File: src/rtl/serial_byte_receiver_pkg.sv
// Shared constants for the serial byte link (transmitter and receiver sides).
package serial_byte_receiver_pkg;
  localparam int BYTE_W    = 8;
  localparam int MEM_DEPTH = 16;
  localparam int ADDR_W    = 4;
  localparam int BITCNT_W  = 3;
  // Bit i of a byte travels on the i-th serial slot when set.
  localparam bit LSB_FIRST = 1'b1;
endpackage

File: src/rtl/rx_byte_store.sv
// DEPTH x WIDTH register file: one write port, one registered read port.
module rx_byte_store #(
  parameter int DEPTH = 16,
  parameter int WIDTH = 8,
  parameter int AW    = 4
) (
  input  logic             clk,
  input  logic             clear,
  input  logic             we,
  input  logic [AW-1:0]    waddr,
  input  logic [WIDTH-1:0] wdata,
  input  logic [AW-1:0]    raddr,
  output logic [WIDTH-1:0] rdata
);

  logic [WIDTH-1:0] mem [DEPTH];

  // Read samples the pre-write contents, so a same-address read/write returns old data.
  always_ff @(posedge clk) begin
    if (clear) begin
      for (int i = 0; i < DEPTH; i++) mem[i] <= '0;
      rdata <= '0;
    end else begin
      if (we) mem[waddr] <= wdata;
      rdata <= mem[raddr];
    end
  end

endmodule

File: src/rtl/serial_byte_receiver.sv
// Serial-to-byte receiver: assembles bits into bytes and logs them into a small store.
module serial_byte_receiver
  import serial_byte_receiver_pkg::*;
#(
  parameter int WIDTH = BYTE_W,
  parameter int DEPTH = MEM_DEPTH,
  parameter int WRAP  = 0,
  localparam int AW    = (DEPTH == MEM_DEPTH) ? ADDR_W : $clog2(DEPTH),
  localparam int CNT_W = (WIDTH == BYTE_W) ? BITCNT_W : $clog2(WIDTH)
) (
  input  logic             clk,
  input  logic             clear,
  input  logic             serial_in,
  input  logic             bit_en,
  input  logic             sync,
  output logic [WIDTH-1:0] byte_out,
  output logic             byte_valid,
  output logic [AW-1:0]    wr_addr,
  output logic [AW:0]      count,
  output logic             full,
  output logic             overflow,
  input  logic [AW-1:0]    rd_addr,
  output logic [WIDTH-1:0] rd_data
);

  logic [CNT_W-1:0] bit_cnt;
  logic [WIDTH-1:0] shreg;
  logic [WIDTH-1:0] assembled;
  logic             byte_done;
  logic             we;

  function automatic logic [CNT_W-1:0] bit_pos(input logic [CNT_W-1:0] idx);
    return LSB_FIRST ? idx : CNT_W'(WIDTH - 1) - idx;
  endfunction

  // Current bit merged into the partial byte; on the last bit this is the whole byte.
  always_comb begin
    assembled = shreg;
    assembled[bit_pos(bit_cnt)] = serial_in;
  end

  assign byte_done = bit_en && !sync && (bit_cnt == CNT_W'(WIDTH - 1));
  assign full      = (count == (AW + 1)'(DEPTH));
  assign we        = byte_done && (!full || (WRAP != 0));

  always_ff @(posedge clk) begin
    if (clear) begin
      bit_cnt    <= '0;
      shreg      <= '0;
      byte_out   <= '0;
      byte_valid <= 1'b0;
      wr_addr    <= '0;
      count      <= '0;
      overflow   <= 1'b0;
    end else begin
      byte_valid <= 1'b0;
      if (sync) begin
        // Realign: drop the partial byte; a concurrent bit becomes bit 0.
        shreg <= '0;
        if (bit_en) begin
          shreg[bit_pos('0)] <= serial_in;
          bit_cnt            <= CNT_W'(1);
        end else begin
          bit_cnt <= '0;
        end
      end else if (bit_en) begin
        shreg   <= assembled;
        bit_cnt <= (bit_cnt == CNT_W'(WIDTH - 1)) ? '0 : bit_cnt + 1'b1;
        if (byte_done) begin
          byte_out   <= assembled;
          byte_valid <= 1'b1;
          if (we) begin
            wr_addr <= (wr_addr == AW'(DEPTH - 1)) ? '0 : wr_addr + 1'b1;
            if (!full) count <= count + 1'b1;
          end else begin
            overflow <= 1'b1;
          end
        end
      end
    end
  end

  rx_byte_store #(
    .DEPTH (DEPTH),
    .WIDTH (WIDTH),
    .AW    (AW)
  ) u_store (
    .clk   (clk),
    .clear (clear),
    .we    (we),
    .waddr (wr_addr),
    .wdata (assembled),
    .raddr (rd_addr),
    .rdata (rd_data)
  );

endmodule

File: config.mk
export PLATFORM = sky130hd
export DESIGN_NAME = serial_byte_receiver
export DESIGN_NICKNAME = d
export VERILOG_FILES = /design/src/rtl/serial_byte_receiver_pkg.sv /design/src/rtl/rx_byte_store.sv /design/src/rtl/serial_byte_receiver.sv
export SDC_FILE = /design/constraint.sdc
export NUM_CORES = 1
export LEC_CHECK = 0
export CORE_MARGIN = 2
export CORE_UTILIZATION = 40
export CTS_CLUSTER_DIAMETER = 150
export DETAILED_ROUTE_END_ITERATION = 16
export PLACE_DENSITY = 0.6
export SYNTH_ARGS = -nofsm -noshare
export SYNTH_HDL_FRONTEND = slang
export SYNTH_SLANG_ARGS = --single-unit
File: constraint.sdc
create_clock -name clk -period 2.2 [get_ports clk]
set_input_delay 0.22 -clock clk [delete_from_list [all_inputs] [get_ports clk]]
set_output_delay 0.22 -clock clk [all_outputs]
set_load 0.05 [all_outputs]
==> results of run 1 <==
power groups by stage:
| stage | sequential [uW] | clock, uW | combinational [uW] |
|---|---|---|---|
| 6_report | 3550 | 3430 | 538 |
| 5_1_grt | 3560 | 3600 | 577 |
| 4_1_cts | 3550 | 3460 | 543 |
| 3_5_place_dp | 3610 | 0 | 541 |
| 3_3_place_gp | 3610 | 0 | 535 |
| 2_1_floorplan | 3640 | 0 | 281 |
cell type report:
type | instances | area, um2
Clock buffer | 19 | 433
Clock inverter | 13 | 253
Fill cell | 1549 | 8910
Inverter | 4 | 15.0
Multi-Input combinational cell | 385 | 2570
Sequential cell | 166 | 4610
Tap cell | 229 | 287
Timing Repair Buffer | 91 | 883
kinds of logic after synthesis:
logic type	synth area share
buffers and inverters	0.0282
muxes	0.107
DFF	0.629
xor gates and xnor gates	0.00837
AOI/OAI and AO/OA	0.0482
and+or+nand+nor	0.166
adders and majority gates	0.0137
placed cells by master, fill, tap and decap left out, drive strengths merged, types with 3 or more instances in the layout:
| cell | synthesis | layout |
|---|---|---|
| nor2 | 164 | 164 |
| edfxtp | 128 | 128 |
| mux2i | 60 | 60 |
| buf | 16 | 57 |
| dfxtp | 38 | 38 |
| clkdlybuf4s50 | 0 | 33 |
| a22oi | 24 | 24 |
| nand2 | 23 | 23 |
| nand3 | 22 | 22 |
| nand2b | 20 | 20 |
| clkbuf | 26 | 19 |
| a211oi | 15 | 15 |
| mux4 | 8 | 8 |
| ha | 8 | 8 |
| bufinv | 0 | 7 |
| nor2b | 5 | 5 |
| xnor2 | 5 | 5 |
| clkinv | 0 | 5 |
| inv | 4 | 4 |
| o211ai | 4 | 4 |
| nor4b | 3 | 3 |
| and3b | 3 | 3 |
| a21oi | 3 | 3 |
| nor3 | 3 | 3 |
registers in the layout (all words and copies together), names as in the netlist:
| name | cells |
|---|---|
| byte_valid | 1 |
| u_store.rdata | 8 |
| count | 5 |
| wr_addr | 4 |
| bit_cnt | 3 |
| shreg | 8 |
| overflow | 1 |
| u_store.mem | 128 |
| byte_out | 8 |
timing repair:
action,in CTS,in global routing
cloned,0,0
resized for setup,1,4
setup endpoints to repair,2,17
routing by layer:
| layer | wire length [um] | GRT usage | share of wire | vias to the layer above |
|---|---|---|---|---|
| met3 | 1220 | 0.0496 | 0.070 | 28 |
| met2 | 8290 | 0.288 | 0.48 | 173 |
| li1 | - | - | - | 2265 |
| met1 | 7490 | 0.246 | 0.43 | 2401 |
| met5 | 0 | 0 | 0 | - |
| met4 | 354 | 0.0606 | 0.020 | 0 |
cell usage after synthesis, drive strengths merged, types with 4 or more instances:
library cell	instances	area (um2)
clkbuf	26	97.6
nor2	164	616
a211oi	15	113
xnor2	5	43.8
ha	8	100
nand3	22	125
nand2	23	111
a22oi	24	180
dfxtp	38	761
inv	4	15.0
edfxtp	128	3840
o211ai	4	30.0
mux2i	60	601
nand2b	20	125
nor2b	5	31.3
buf	16	93.8
mux4	8	180
through the flow:
| stage | hold WS, ns | area [um2] | power (uW) |
|---|---|---|---|
| after floorplan | 0.406 | 7340 | 3920 |
| after global placement | 0.460 | 8350 | 4140 |
| after detailed placement | 0.479 | 8350 | 4150 |
| after CTS | 0.490 | 9040 | 7550 |
| after global routing | 0.510 | 9050 | 7730 |
| final | 0.489 | 9050 | 7520 |
critical path: stages (launching register included):
cell and delay (ns):
dfxtp_4 0.37, inv_1 0.05, ha_1 0.19, nor4bb_2 0.18, buf_4 0.19, nor3_4 0.19, a41o_1 0.55
worst max path at each step:
stage                    start            endpoint  cells past startpoint  slack [ns]
finish                count[0]  u_store.mem[15][5]                      6        0.11
global route          count[0]   u_store.mem[6][1]                      8       0.004
CTS                 wr_addr[2]          wr_addr[2]                      1        0.01
detailed placement        sync   u_store.mem[8][3]                      6       -0.08
global placement          sync   u_store.mem[8][1]                      6       0.001
floorplan             count[0]   u_store.mem[2][0]                      7      -0.002
==> results.md, run 1 <==
- Max_cap viols: 0
- Hold-critical path depth: 2
- Pre-Repair DR Iteration Count: 6
- Highest clock rate: about 0.48 GHz
- Setup TNS Final: 0 ns
- Port Buf Inserts: 36
- Sequential Power Share: 0.472
- Num rows: a little under 50
- Htree depth: 4
- Slew Limit Headroom: 0.424
- Num Clock Sinks: approximately 170
- Num ports: 37
- NumNets Final: 682
- Final worst clock skew: around 0.01 ns
- Number of global-route vias before repair: 4694
- Post-Place Setup Slack: -0.0777 ns
- Yosys reg bits: between 150 and 200
- Synth Net Count: approximately 600
- Switching power: 1570 uW
- Synth unique cells: 40
- Slew at the pin closest to its max-slew limit: ~0.86 ns
- Via density: approximately 5.4
- Diode count: 0
- Hold Buf Count CTS: 0
- Status: finished clean
- RD Place Congestion: roughly 0.80
- Inserted Clock Buffers: 17
- Wire per inst: around 19 um
- Fin cells: 907
- CTS Buffer Depth: 2
- Fin util: 0.504
- Core footprint: between 0.015 and 0.02 mm2
- VDD IR-drop max: 629 uV
- R2r worst-path depth: 6
- CP Class: reg -> reg
- Setup bufs post-CTS: 0
- FF-to-FF Start: count[0]
- Reg2reg end: u_store.mem[15][5]
- Reg2Reg Setup Slack: about 0.11 ns
- Post-Synthesis Cells: 597
- Largest net degree at the start of global routing: 38
- Post-route ant nets: 0
- Slew Limit Fails: 0
- CP Capture Type: flop
- Clock group share of total power: 0.457
- Yosys warns: 0
- Via Count: roughly 5000
- Post-layout min period: around 2.1 ns
- Number of flops mapped to enable cells by yosys: approximately 130
- Combinational Power Share: 0.072
- Initial Util: 0.408
- Post-synthesis sequential area ratio: 0.629
- Avg Cell Area, Syn: between 10 and 15 um2
- Synth Flop Type: edfxtp_1
- Setup Viol. Count Final: 0
- Async SR Flop Fraction: 0
- Critical Path Source Type: flop
- Switching share of power: 0.209
- RSZ-0062 raised after global routing: no
- CP max FO: 10
- Initial antenna violation count: 0
- Reg clk slew, reported paths: roughly 0.060 ns
- Crit path arrival time: around 2.2 ns
- Leakage: approximately 0.0032 uW
- P_int: a little under 6000 uW
- PwrDens: slightly above 800 mW/mm2
- Layout cells sized above 1: 0.193
- Grt ovf: 0
- Total Routing Usage GR: 0.183
- Fin crit share: 0.952
- Root Driver: clkbuf_16
- Iter 0 DRT Violations: between 400 and 500
- Dpl hpwl: ~12000 um
- Dpl cells: between 800 and 900
- CTS tree: built
- Min-Delay Path Class: reg -> reg
- First-pass GRT wire length: 26800 um
- Mapped Area: about 0.0073 mm2
- Post-route DRC: 0
- Worst Hold Endpoint: shreg[0]
- Final Hold Violating Endpoints: 0
- Area grow syn2layout: 23.6%
- Die X-Extent: about 140 um
- Clk_lat worst skew: roughly 0.43 ns
- CP required: ~2.3 ns
- Final WL: 17400 um
- Post-layout worst setup margin: ~0.11 ns
- Hold path startpoint: shreg[0]
- Die H: 139 um
- Die area: 0.0194 mm2
(Power assumes the default switching activity.)
==> run 2: changes to the inputs <==
--- a/constraint.sdc
+++ b/constraint.sdc
@@ -3,2 +3,2 @@
 set_output_delay 0.22 -clock clk [all_outputs]
-set_load 0.05 [all_outputs]
+set_load 0.1 [all_outputs]
==> results.md, run 2 (same netlist as run 1, synthesis figures left out) <==
- Wire per inst: 19.4 um (+1.2%)
- Largest Register: u_store.mem
- RD Place Congestion: 0.805 (+0.34%)
- Diode count: 0 (unchanged)
- Area grow syn2layout: 20.9%
- Leakage: 0.00316 uW (-1.4%)
- Most frequent cells in the layout: nor2_1, edfxtp_1, buf_4
- Grt ovf: 0 (unchanged)
- Worst hold margin: 0.485 ns (-0.00353 ns)
- Clock group share of total power: 0.405 (-0.052)
- Total Routing Usage GR: 0.188 (+0.00485)
- First-pass GRT wire length: 27700 um (+3.4%)
- Slew Limit Headroom: 0.448 (+0.0247)
- Slew at the pin closest to its max-slew limit: 0.826 ns (-0.0356 ns)
- Post-route ant nets: 0 (unchanged)
- Final worst clock skew: 0.00614 ns (-0.00385 ns)
- Htree depth: 4 (unchanged)
- Post_cts resized: 0 (-1)
- Num rows: 49 (unchanged)
- Switching share of power: 0.243 (+0.0336)
- Post-layout worst setup margin: 0.123 ns (+0.0169 ns)
- Post-layout min period: 2.08 ns (-0.0169 ns)
- CP Capture Type: output pin
- Final WL: 17400 um (+0.40%)
- Num Clock Sinks: 166 (unchanged)
- Layout cells sized above 1: 0.255 (+0.0616)
- RSZ-0062 raised after global routing: no
- Iter 0 DRT Violations: 347 (-14%)
- Num ports: 37 (unchanged)
- Dpl hpwl: 12000 um (-0.34%)
- Initial antenna violation count: 0 (unchanged)
- Switching power: 1690 uW (+7.3%)
- Via density: 5.35 (-0.36%)
- NumNets Final: 675 (-1.0%)
- Post-Place Setup Slack: 0.00805 ns (+0.0857 ns)
- Final Hold Violating Endpoints: 0 (unchanged)
- Reg clk slew, reported paths: 0.06 ns (about the same)
- Highest clock rate: 0.481 GHz (+0.82%)
- CTS tree: built
- Pre-Repair DR Iteration Count: 4 (-2)
- CP max FO: 8 (-2)
- Initial Util: 0.408 (unchanged)
- Max_cap viols: 0 (unchanged)
- Commonest non-fill, non-tap cell in the layout: nor2_1
- Slew Limit Fails: 0 (unchanged)
- PwrDens: 785 mW/mm2 (-5.5%)
- Sequential Power Share: 0.510 (+0.038)
- Number of global-route vias before repair: 4867 (+3.7%)
- Post-route DRC: 0 (unchanged)
- Die H: 139 um (unchanged)
- Reg2Reg Setup Slack: 0.15 ns (+0.04 ns)
- Hold Buf Count CTS: 0 (unchanged)
- Setup bufs post-CTS: 0 (unchanged)
- Largest net degree at the start of global routing: 38 (unchanged)
- Setup Viol. Count Final: 0 (unchanged)
- Core footprint: 0.0180 mm2 (unchanged)
- Crit path arrival time: 1.86 ns (-0.30 ns)
- CP Class: reg -> out
- Combinational Power Share: 0.085 (+0.013)
- VDD IR-drop max: 529 uV (-16%)
- Critical Path Source Type: flop
- Root Driver: clkbuf_16
- Clk_lat worst skew: 0.43 ns (about the same)
- Inserted Clock Buffers: 17 (unchanged)
- Fin util: 0.493 (-0.0111)
- Port Buf Inserts: 36 (unchanged)
- Via Count: 4812 (-1.1%)
- Die X-Extent: 139 um (unchanged)
- Min-Delay Path Class: reg -> reg
- CTS Buffer Depth: 2 (unchanged)
- CP required: 1.98 ns (-0.29 ns)
- Status: finished clean
- Die area: 0.0194 mm2 (unchanged)
- P_int: 5260 uW (-12%)
- Max reg flops: 128 (unchanged)
- Fin crit share: 0.944 (-0.00770)
## run 2: cell types whose count changed in the layout (fill, tap and decap cells not counted), sizes merged
cell           change
dlymetal6s2s       -1
inv                +3
clkbuf             -1
buf               +20
clkinvlp           +2
bufinv             -6
clkdlybuf4s50     -26
clkinv             +2
## run 2: per-stage QoR
stage                     total power [uW]  std cells  area [um2]  TNS [ns]
final                                 6950        900        8850         0
after global routing                  7170        900        8850         0
after CTS                             6980        900        8850         0
after detailed placement              4200        868        8300         0
after global placement                4190        868        8300         0
after floorplan                       3980        597        7410     -5.54
## run 2: final cells by class
class,count,area [um2]
clock buffer,18,429
clock inverter,14,128
fill,1548,9110
inverter,4,15.0
multi-input combinational,385,2620
sequential,166,4620
tap,229,287
timing repair buffer,84,761
## run 2: worst paths after layout
check	start	end	depth (start not counted)
min reg2reg	overflow	overflow	2
max	count[0]	full	6
max reg2reg	count[0]	u_store.mem[3][3]	7
min	overflow	overflow	2
## run 2: layer usage
metal  track usage  vias up  part of all wire
met5             0        -                 0
met4        0.0542        0             0.016
met3        0.0489       18             0.058
met2         0.300      161              0.48
met1         0.254     2379              0.45
li1              -     2254                 -
## run 2: power groups by stage
stage	registers [uW]	logic, uW	clock network (uW)
2_1_floorplan	3700	285	0
3_3_place_gp	3610	588	0
3_5_place_dp	3610	594	0
4_1_cts	3540	596	2840
5_1_grt	3550	630	2990
6_report	3540	592	2810
## run 2: worst max-delay path: stages (launching register included)
cell	delay (ns)
dfxtp_4	0.36
inv_1	0.06
ha_1	0.15
nor4bb_2	0.27
buf_4	0.25
buf_4	0.16
buf_12	0.17
